### config.mk
export PLATFORM = sky130hd
export DESIGN_NAME = tail_light_sequencer
export DESIGN_NICKNAME = d
export VERILOG_FILES = /design/src/rtl/tail_light_pkg.sv /design/src/rtl/tail_light_sequencer_tick_prescaler.sv /design/src/rtl/tail_light_sequencer.sv
export SDC_FILE = /design/constraint.sdc
export NUM_CORES = 1
export LEC_CHECK = 0
export CORE_MARGIN = 10
export CORE_UTILIZATION = 35
export CTS_CLUSTER_DIAMETER = 40
export DETAILED_ROUTE_END_ITERATION = 10
export HOLD_SLACK_MARGIN = 0.15
export MAX_ROUTING_LAYER = met4
export PLACE_DENSITY = 0.59
export SLEW_MARGIN = 30
export SYNTH_ARGS = -nofsm -noshare
export SYNTH_HDL_FRONTEND = slang
export SYNTH_SLANG_ARGS = --single-unit
### constraint.sdc
create_clock -name clk -period 3 [get_ports clk]
set_input_delay 0.45 -clock clk [delete_from_list [all_inputs] [get_ports clk]]
set_output_delay 0.45 -clock clk [all_outputs]
set_load 0.02 [all_outputs]
### src/rtl/tail_light_pkg.sv
// Shared definitions for the tail-light controller: state codes, widths and sweep patterns.
// Latency: n/a (constants only).
// Backpressure: n/a.
package tail_light_pkg;

    localparam int STATE_W = 3;
    localparam int LAMP_W  = 3;

    // Codes produced by the next-state logic; anything above TURN_RIGHT is illegal.
    localparam logic [STATE_W-1:0] IDLE       = 3'b000;
    localparam logic [STATE_W-1:0] HAZARDS    = 3'b001;
    localparam logic [STATE_W-1:0] TURN_LEFT  = 3'b010;
    localparam logic [STATE_W-1:0] TURN_RIGHT = 3'b011;

    // Turn sweep, inner lamp first, one pattern per phase.
    localparam logic [LAMP_W-1:0] SWEEP0 = 3'b000;
    localparam logic [LAMP_W-1:0] SWEEP1 = 3'b001;
    localparam logic [LAMP_W-1:0] SWEEP2 = 3'b011;
    localparam logic [LAMP_W-1:0] SWEEP3 = 3'b111;

    // Both lamp banks together, as driven by the decode.
    typedef struct packed {
        logic [LAMP_W-1:0] left;
        logic [LAMP_W-1:0] right;
    } lamps_t;

    // Map a 2-bit phase onto the turn sweep.
    function automatic logic [LAMP_W-1:0] sweep_pattern(input logic [1:0] phase);
        logic [LAMP_W-1:0] pat;
        case (phase)
            2'd0:    pat = SWEEP0;
            2'd1:    pat = SWEEP1;
            2'd2:    pat = SWEEP2;
            default: pat = SWEEP3;
        endcase
        return pat;
    endfunction

endpackage

### src/rtl/tail_light_sequencer_tick_prescaler.sv
// Free-running divider producing a one-cycle tick every TICK_DIV cycles; clear restarts the count.
// Latency: first tick TICK_DIV cycles after reset/clear is released.
// Backpressure: none; a tick coinciding with clear or reset is suppressed.
module tick_prescaler #(
    parameter int TICK_DIV = 12500000,
    parameter int CNT_W    = 24
) (
    input  logic clk,
    input  logic reset,
    input  logic clear,
    output logic tick
);

    localparam logic [CNT_W-1:0] LAST = CNT_W'(TICK_DIV - 1);

    logic [CNT_W-1:0] presc;

    // Terminal count; clear wins so the owner never sees a tick on a restart edge.
    assign tick = (presc == LAST) && !clear && !reset;

    // Count up to TICK_DIV-1 and wrap; reset or clear return to zero.
    always_ff @(posedge clk) begin
        if (reset || clear) begin
            presc <= '0;
        end else if (presc == LAST) begin
            presc <= '0;
        end else begin
            presc <= presc + CNT_W'(1);
        end
    end

endmodule

### src/rtl/tail_light_sequencer.sv
// Registers the tail-light state and drives the six lamps: hazard flash or inner-to-outer turn sweep.
// Latency: 1 cycle from state_in change to lamp change; each step lasts TICK_DIV cycles.
// Backpressure: none; any state change restarts the sequence immediately.
module tail_light_sequencer
    import tail_light_pkg::*;
#(
    parameter int TICK_DIV = 12500000,
    parameter int CNT_W    = 24
) (
    input  logic              clk,
    input  logic              reset,
    input  logic [STATE_W-1:0] state_in,
    output logic [LAMP_W-1:0] lights_left,
    output logic [LAMP_W-1:0] lights_right,
    output logic              seq_wrap,
    output logic              fault
);

    logic [STATE_W-1:0] state_q;
    logic [1:0]         phase;
    logic               wrap_q;
    logic               state_change;
    logic               tick;
    logic [1:0]         phase_nxt;
    logic               wrap_nxt;
    lamps_t             lamps;

    assign state_change = (state_in != state_q);

    tick_prescaler #(
        .TICK_DIV (TICK_DIV),
        .CNT_W    (CNT_W)
    ) u_prescaler (
        .clk   (clk),
        .reset (reset),
        .clear (state_change),
        .tick  (tick)
    );

    // Next phase and wrap flag for the current pattern, used only on a tick.
    always_comb begin
        phase_nxt = 2'd0;
        wrap_nxt  = 1'b0;
        case (state_q)
            HAZARDS: begin
                phase_nxt = (phase == 2'd1) ? 2'd0 : 2'd1;
                wrap_nxt  = (phase == 2'd1);
            end
            TURN_LEFT, TURN_RIGHT: begin
                phase_nxt = phase + 2'd1;
                wrap_nxt  = (phase == 2'd3);
            end
            default: begin
                phase_nxt = 2'd0;
                wrap_nxt  = 1'b0;
            end
        endcase
    end

    // State register and sequence position; a state change restarts and drops the coincident tick.
    always_ff @(posedge clk) begin
        if (reset) begin
            state_q <= IDLE;
            phase   <= 2'd0;
            wrap_q  <= 1'b0;
        end else if (state_change) begin
            state_q <= state_in;
            phase   <= 2'd0;
            wrap_q  <= 1'b0;
        end else if (tick) begin
            phase  <= phase_nxt;
            wrap_q <= wrap_nxt;
        end else begin
            wrap_q <= 1'b0;
        end
    end

    // Lamp decode from registers only, so the lamp outputs cannot glitch.
    always_comb begin
        lamps.left  = '0;
        lamps.right = '0;
        fault       = 1'b0;
        case (state_q)
            IDLE: begin
                lamps.left  = '0;
                lamps.right = '0;
            end
            HAZARDS: begin
                lamps.left  = (phase == 2'd0) ? SWEEP3 : SWEEP0;
                lamps.right = (phase == 2'd0) ? SWEEP3 : SWEEP0;
            end
            TURN_LEFT: begin
                lamps.left = sweep_pattern(phase);
            end
            TURN_RIGHT: begin
                lamps.right = sweep_pattern(phase);
            end
            default: begin
                fault = 1'b1;
            end
        endcase
    end

    assign lights_left  = lamps.left;
    assign lights_right = lamps.right;
    assign seq_wrap     = wrap_q;

endmodule
==> reports/metrics.yaml, run 1 <==
ys_top_cells_by_area: "dfxtp_1 (39%), a21oi_1 (5.8%), ha_1 (5.7%), xnor2_1 (5.1%), or4_1 (4.9%)"
numClockSinks: 30
dp_hpwl_mm: 2.112
grt_pass1_vias: 1234
synthAdderAreaFrac_pct: 5.677
arrival_ns: 1.92
met3_usage_pct: 3.002
yosys.area_share.simple_pct: 28.71
synth_xor_area_share_pct: 7.948
cts_buffers: 5
placementRows: 24
path_class: "reg -> out"
crit_chain: "inv_1 > ha_1 > nand2b_1 > a21oi_1 > clkdlybuf4s50_1"
crit_buf_inv: 2
gp_congestion: 0.8077
area_growth_pct: 16.06
postRouteAntennaNets: 0
cp-end-kind: "output pin"
die_y_um: 86.39
die_w_um: 86.39
timing.final.crit_share_pct: 79.11
drt_iter0_drc: 45
synth-compound-area-share_pct: 13.30
syn_area_um2: 1543
critical_path_depth: 5
ir_worst_vdd_uv: 140.4
cts_root_buf: "clkbuf_8"
slew_viol_final: 0
crit_path_end: "lights_left[0]"
grt_max_degree: 25
core_um2: 4324
status: "complete, no violations"
rr_startpoint: "u_prescaler.presc[0]"
grt_util_all_layers_pct: 8.945
gr-total-overflow: 0
met2_usage_pct: 14.09
antenna_found_initial: 0
synth-seq-area-share_pct: 38.93
drive_gt1_share_pct: 7.179
start_util_pct: 35.68
max-slew-margin-rel_pct: 77.37
tns_ns: 0
fmax_ghz: 0.4214
total_power_uw: 784.7
grt_pass1_wl_mm: 5.437
syn-num-nets: 194
cts_setup_buffers: 0
reg2reg_to: "u_prescaler.presc[20]"
ios: 13
critPathMaxFanout: 5
vias: 1252
port_buffers: 12
max-cap-violations: 0
antenna_cells: 0
final_area_um2: 1790
powerDensity_nw_per_um2: 438.2
r2r_slack_ns: 0.97
rsz0062_at_grt: "no"
cts.clk_slew.worst_paths_ns: 0.07
critPathSlowestCell: "clkdlybuf4s50_1"
ys.flop_type: "dfxtp_1"
cts_tree: "yes"
yosysWarnings: 0
wl_per_cell_um: 11.93
use_met1_pct: 10.06
synth_seq_cells: 30
nFillCells: 461
clock_path_buffers: 2
cp.required_ns: 2.55
cts_max_level: 2
placed_area_um2: 1695
setup_violations: 0
drc: 0
yosysTopAreaCell: "dfxtp_1"
slowest_delay_ns: 0.62
finalHoldViolCount: 0
synth.area.mux_share_pct: 0.6488
synth_top_family_by_area: "simple AND/OR/NAND/NOR gates"
fin_nets: 206
syn_inst: 182
avgSynthCellArea_um2: 8.477
leakagePower_nw: 0.5220
cp-start-kind: "flop"
r2r_cells: 5
synth_edf_count: 0
clk-insertion-delay-late_ns: 0.28
cp_top_family: "buffers and inverters"
drtPass1Iterations: 4
top_usage_layer: "met2"
hold_buffers: 0
synth_cell_types: 34
synth_top_area_share_pct: 38.93
cp-startpoint: "phase[0]"
tightest_slew_ns: 0.3384
fin_skew_ns: 0.003184
async_flop_share_pct: 0
dieArea_um2: 7463
hp-class: "reg -> reg"
ctsResizeCount: 0
wl_mm: 2.947
routed_via_density: 5.069
min_period_ns: 2.373
[power by group]
| group | total, mW | switching (mW) | internal (mW) |
|---|---|---|---|
| sequential | 0.406 | 0.00515 | 0.401 |
| combinational | 0.0402 | 0.0201 | 0.0202 |
| clock | 0.338 | 0.154 | 0.184 |
| total | 0.785 | 0.179 | 0.605 |
[stage by stage]
| step | utilization, % | setup slack, ns | instances | hold WS (ns) |
|---|---|---|---|---|
| global placement | 39.21 | 0.7911 | 239 | 0.4488 |
| detailed placement | 39.21 | 0.7671 | 239 | 0.4577 |
| global route | 41.41 | 0.3539 | 247 | 0.5022 |
| finish | 41.41 | 0.6268 | 247 | 0.4693 |
| floorplan | - | 1.163 | 182 | 0.4297 |
| CTS | 41.41 | 0.6050 | 247 | 0.4682 |
[state kept, by name, indices dropped and copies added (netlist names)]
register / count
seq_wrap: 1
u_prescaler.presc: 24
state_q: 3
phase: 2
[layout by cell type (no fill, tap or decap), types with 9 or more instances in the layout]
master	synthesis	final
xnor2_1	9	9
or4_1	10	10
inv_1	9	9
clkdlybuf4s50_1	0	12
a21oi_1	18	18
nor2_1	18	18
nand2_1	9	9
dfxtp_1	30	30
[final cells by class]
type                    count  area, µm²  share of cell area [%]
inverters                   9      33.78                   1.887
clock inverters             2      12.51                  0.6988
repair buffers             13      127.6                   7.128
well taps                  52      65.06                   3.634
clock buffers               6      82.58                   4.612
multi-input cells         135      868.3                   48.50
flip-flops and latches     30      600.6                   33.54
[cell families (layout without fill, tap and decap cells)]
family / after synthesis / after routing
XOR/XNOR: 14 / 14
multiplexers: 1 / 1
buffers and inverters: 17 / 30
AO/OA/AOI/OAI: 36 / 36
AND/OR/NAND/NOR: 77 / 77
adder cells (fa/ha/maj): 7 / 7
flip-flops: 30 / 30
[worst min-delay path by stage]
stage	start	to	slack, ns	depth (start not counted)
2_1_floorplan	u_prescaler.presc[0]	u_prescaler.presc[0]	0.43	1
3_3_place_gp	u_prescaler.presc[0]	u_prescaler.presc[0]	0.45	1
3_5_place_dp	u_prescaler.presc[0]	u_prescaler.presc[0]	0.46	1
4_1_cts	u_prescaler.presc[0]	u_prescaler.presc[0]	0.47	1
5_1_grt	u_prescaler.presc[17]	u_prescaler.presc[17]	0.50	2
6_report	u_prescaler.presc[0]	u_prescaler.presc[0]	0.47	1
[per-layer routing]
| metal | part of all wire (%) | vias up | wire, µm |
|---|---|---|---|
| li1 | - | 672 | - |
| met1 | 50 | 562 | 1465 |
| met2 | 45 | 14 | 1312 |
| met3 | 3.9 | 4 | 114 |
| met4 | 1.9 | 0 | 55 |
| met5 | 0 | - | 0 |
[cells in the mapped netlist (2+ instances only)]
| library cell | n |
|---|---|
| xnor2_1 | 9 |
| nor2_1 | 18 |
| o31ai_1 | 7 |
| nor3_1 | 2 |
| nor4_1 | 4 |
| a21oi_1 | 18 |
| o21ai_1 | 5 |
| nor2b_1 | 7 |
| ha_1 | 7 |
| o21ai_0 | 3 |
| nand4_1 | 4 |
| nand2_1 | 9 |
| a22oi_1 | 2 |
| buf_2 | 2 |
| inv_1 | 9 |
| or3_1 | 7 |
| nand3_2 | 2 |
| or4_1 | 10 |
| xor2_1 | 5 |
| dfxtp_1 | 30 |
| clkbuf_1 | 5 |
| nand3_1 | 5 |
[worst register-to-register path, stage by stage, from the launching register on]
cell and delay (ns):
dfxtp_1 0.38, ha_1 0.26, nand4_2 0.19, or3_1 0.56, or4_1 0.44, a21oi_1 0.15
No activity file was read; power rests on OpenSTA's default activity.
==> run 2, diff against run 1 <==
Settings changed: PLACE_DENSITY 0.59 to 0.61.
Clock period 3 ns to 2 ns, I/O delays scaled along.
==> reports/metrics.yaml, run 2 (synthesis gave the netlist of run 1 again) <==
cts_max_level: 2
cts_tree: "yes"
status: "complete, no violations"
drc: 0
p_seq_share_pct: 54.2
p_sw_uw: 248.3
cts_buffers: 5
power.share.clock_pct: 39.8
fin_cells: 258
fin_util_pct: 43.66
final_common_cell: "dfxtp_1"
clock_path_buffers: 2
crit_buf_inv: 0
max-slew-margin-rel_pct: 75.97
antenna_found_initial: 0
timing.final.crit_share_pct: 94.34
fin_skew_ns: 0.004010
cp_top_family: "simple AND/OR/NAND/NOR gates"
crit_chain: "nand3_2 > or4_4 > or4_1 > a21oi_1"
finalHoldViolCount: 0
leakagePower_nw: 0.6017
dieArea_um2: 7463
cts_setup_buffers: 0
regArea_um2: 604.3
cp-end-kind: "flop"
routed_via_density: 5.097
tightest_slew_ns: 0.3594
hold_end: "u_prescaler.presc[0]"
arrival_ns: 2.10
tns_ns: 0
nFillCells: 440
setup_violations: 0
placementRows: 24
grt_max_degree: 25
rr_startpoint: "u_prescaler.presc[4]"
slew_viol_final: 0
slowest_delay_ns: 0.64
switching_share_pct: 22.10
critPathMaxFanout: 14
start_util_pct: 35.68
clk-insertion-delay-late_ns: 0.28
area_growth_pct: 22.38
core_um2: 4324
total_power_mw: 1.123
vias: 1315
ir_worst_vdd_uv: 169.9
rsz0062_at_grt: "no"
largest_register_ffs: 24
p_comb_share_pct: 6.0
internal-power_uw: 875.2
port_buffers: 12
multi_input_area_um2: 885.9
gr-total-overflow: 0
r2r_slack_ns: 0.11
die_y_um: 86.39
min_period_ns: 1.887
drive_gt1_share_pct: 15.05
fin_nets: 218
final_cell_mix: "dfxtp_1 (27), a21oi_1 (18), nor2_1 (18)"
reg2reg_to: "u_prescaler.presc[19]"
ios: 13
powerDensity_nw_per_um2: 595.0
fmax_ghz: 0.5300
grt_pass1_wl_mm: 5.713
drt_iter0_drc: 85
postRouteAntennaNets: 0
cts.clk_slew.worst_paths_ns: 0.06
hp-class: "reg -> reg"
hold_buffers: 0
wl_per_cell_um: 12.05
largestRegisters: "u_prescaler.presc x24, state_q x3, phase x2"
cp-start-kind: "flop"
regMostFlops: "u_prescaler.presc"
critPathSlowestCell: "or4_4"
gp_congestion: 0.7793
grt_pass1_vias: 1292
cts_root_buf: "clkbuf_8"
wl_mm: 3.110
path_class: "reg -> reg"
numClockSinks: 30
worstHoldStart: "u_prescaler.presc[0]"
die_w_um: 86.39
grt_util_all_layers_pct: 9.339
hold_depth: 1
drtPass1Iterations: 7
r2r_cells: 4
placedCellCount: 251
cp.required_ns: 2.21
max-cap-violations: 0
antenna_cells: 0
dp_hpwl_mm: 2.240
-- run 2: changes by cell type in the layout (fill, tap and decap cells not counted), sizes merged --
cell | previous run | this run
buf | 1 | 13
clkbuf | 6 | 7
clkdlybuf4s50 | 12 | 6
clkinv | 1 | 0
clkinvlp | 1 | 0
dlygate4sd2 | 0 | 6
-- run 2: timing repair --
action,4_1_cts,5_1_grt
hold endpoints to repair,0,0
pin swaps,0,0
setup endpoints to repair,6,13
resized for setup,9,5
-- run 2: per-stage QoR --
step	hold WS, ns	instance area [µm²]	setup slack, ns
4_1_cts	0.4768	1873	0.02198
2_1_floorplan	0.3716	1543	0.1630
3_5_place_dp	0.4632	1798	0.02074
5_1_grt	0.4605	1888	0.00004863
6_report	0.4388	1888	0.1132
3_3_place_gp	0.4494	1798	0.02311
-- run 2: per-layer routing --
| metal | part of all wire, % | vias up | GRT usage, % | routed length [µm] |
|---|---|---|---|---|
| met4 | 1.5 | 0 | 4.418 | 48 |
| met5 | 0 | - | - | 0 |
| met2 | 45 | 18 | 14.03 | 1407 |
| met1 | 49 | 597 | 11.15 | 1516 |
| li1 | - | 696 | - | - |
| met3 | 4.4 | 4 | 2.814 | 137 |
-- run 2: cell type report --
cell class / count / area share, %
inverter: 9 / 1.789
multi-input combinational: 135 / 46.92
clock buffer: 7 / 4.042
tap: 52 / 3.446
sequential: 30 / 32.01
timing repair buffer: 25 / 11.80
-- run 2: worst max path at each step --
stage,start,endpoint,depth (start not counted),slack [ns]
floorplan,u_prescaler.presc[0],u_prescaler.presc[16],6,0.16
detailed placement,u_prescaler.presc[0],u_prescaler.presc[22],5,0.02
CTS,u_prescaler.presc[0],u_prescaler.presc[20],5,0.02
finish,u_prescaler.presc[4],u_prescaler.presc[19],4,0.11
global route,phase[0],lights_right[1],5,0.00005
global placement,state_in[2],seq_wrap,5,0.02
-- run 2: power by group through the flow --
stage                     clock network [mW]  logic (mW)  registers (mW)
after global placement                     0      0.0719           0.621
after detailed placement                   0      0.0718           0.621
after CTS                              0.465      0.0684           0.609
after global routing                   0.489      0.0738           0.610
after floorplan                            0      0.0380           0.617
final                                  0.447      0.0673           0.609
==> run 3, diff against run 2 <==
Settings changed: CTS_CLUSTER_SIZE from default to 30.
==> results of run 3 <==
No change in the layout: final DEF, timing and power equal those of run 2.
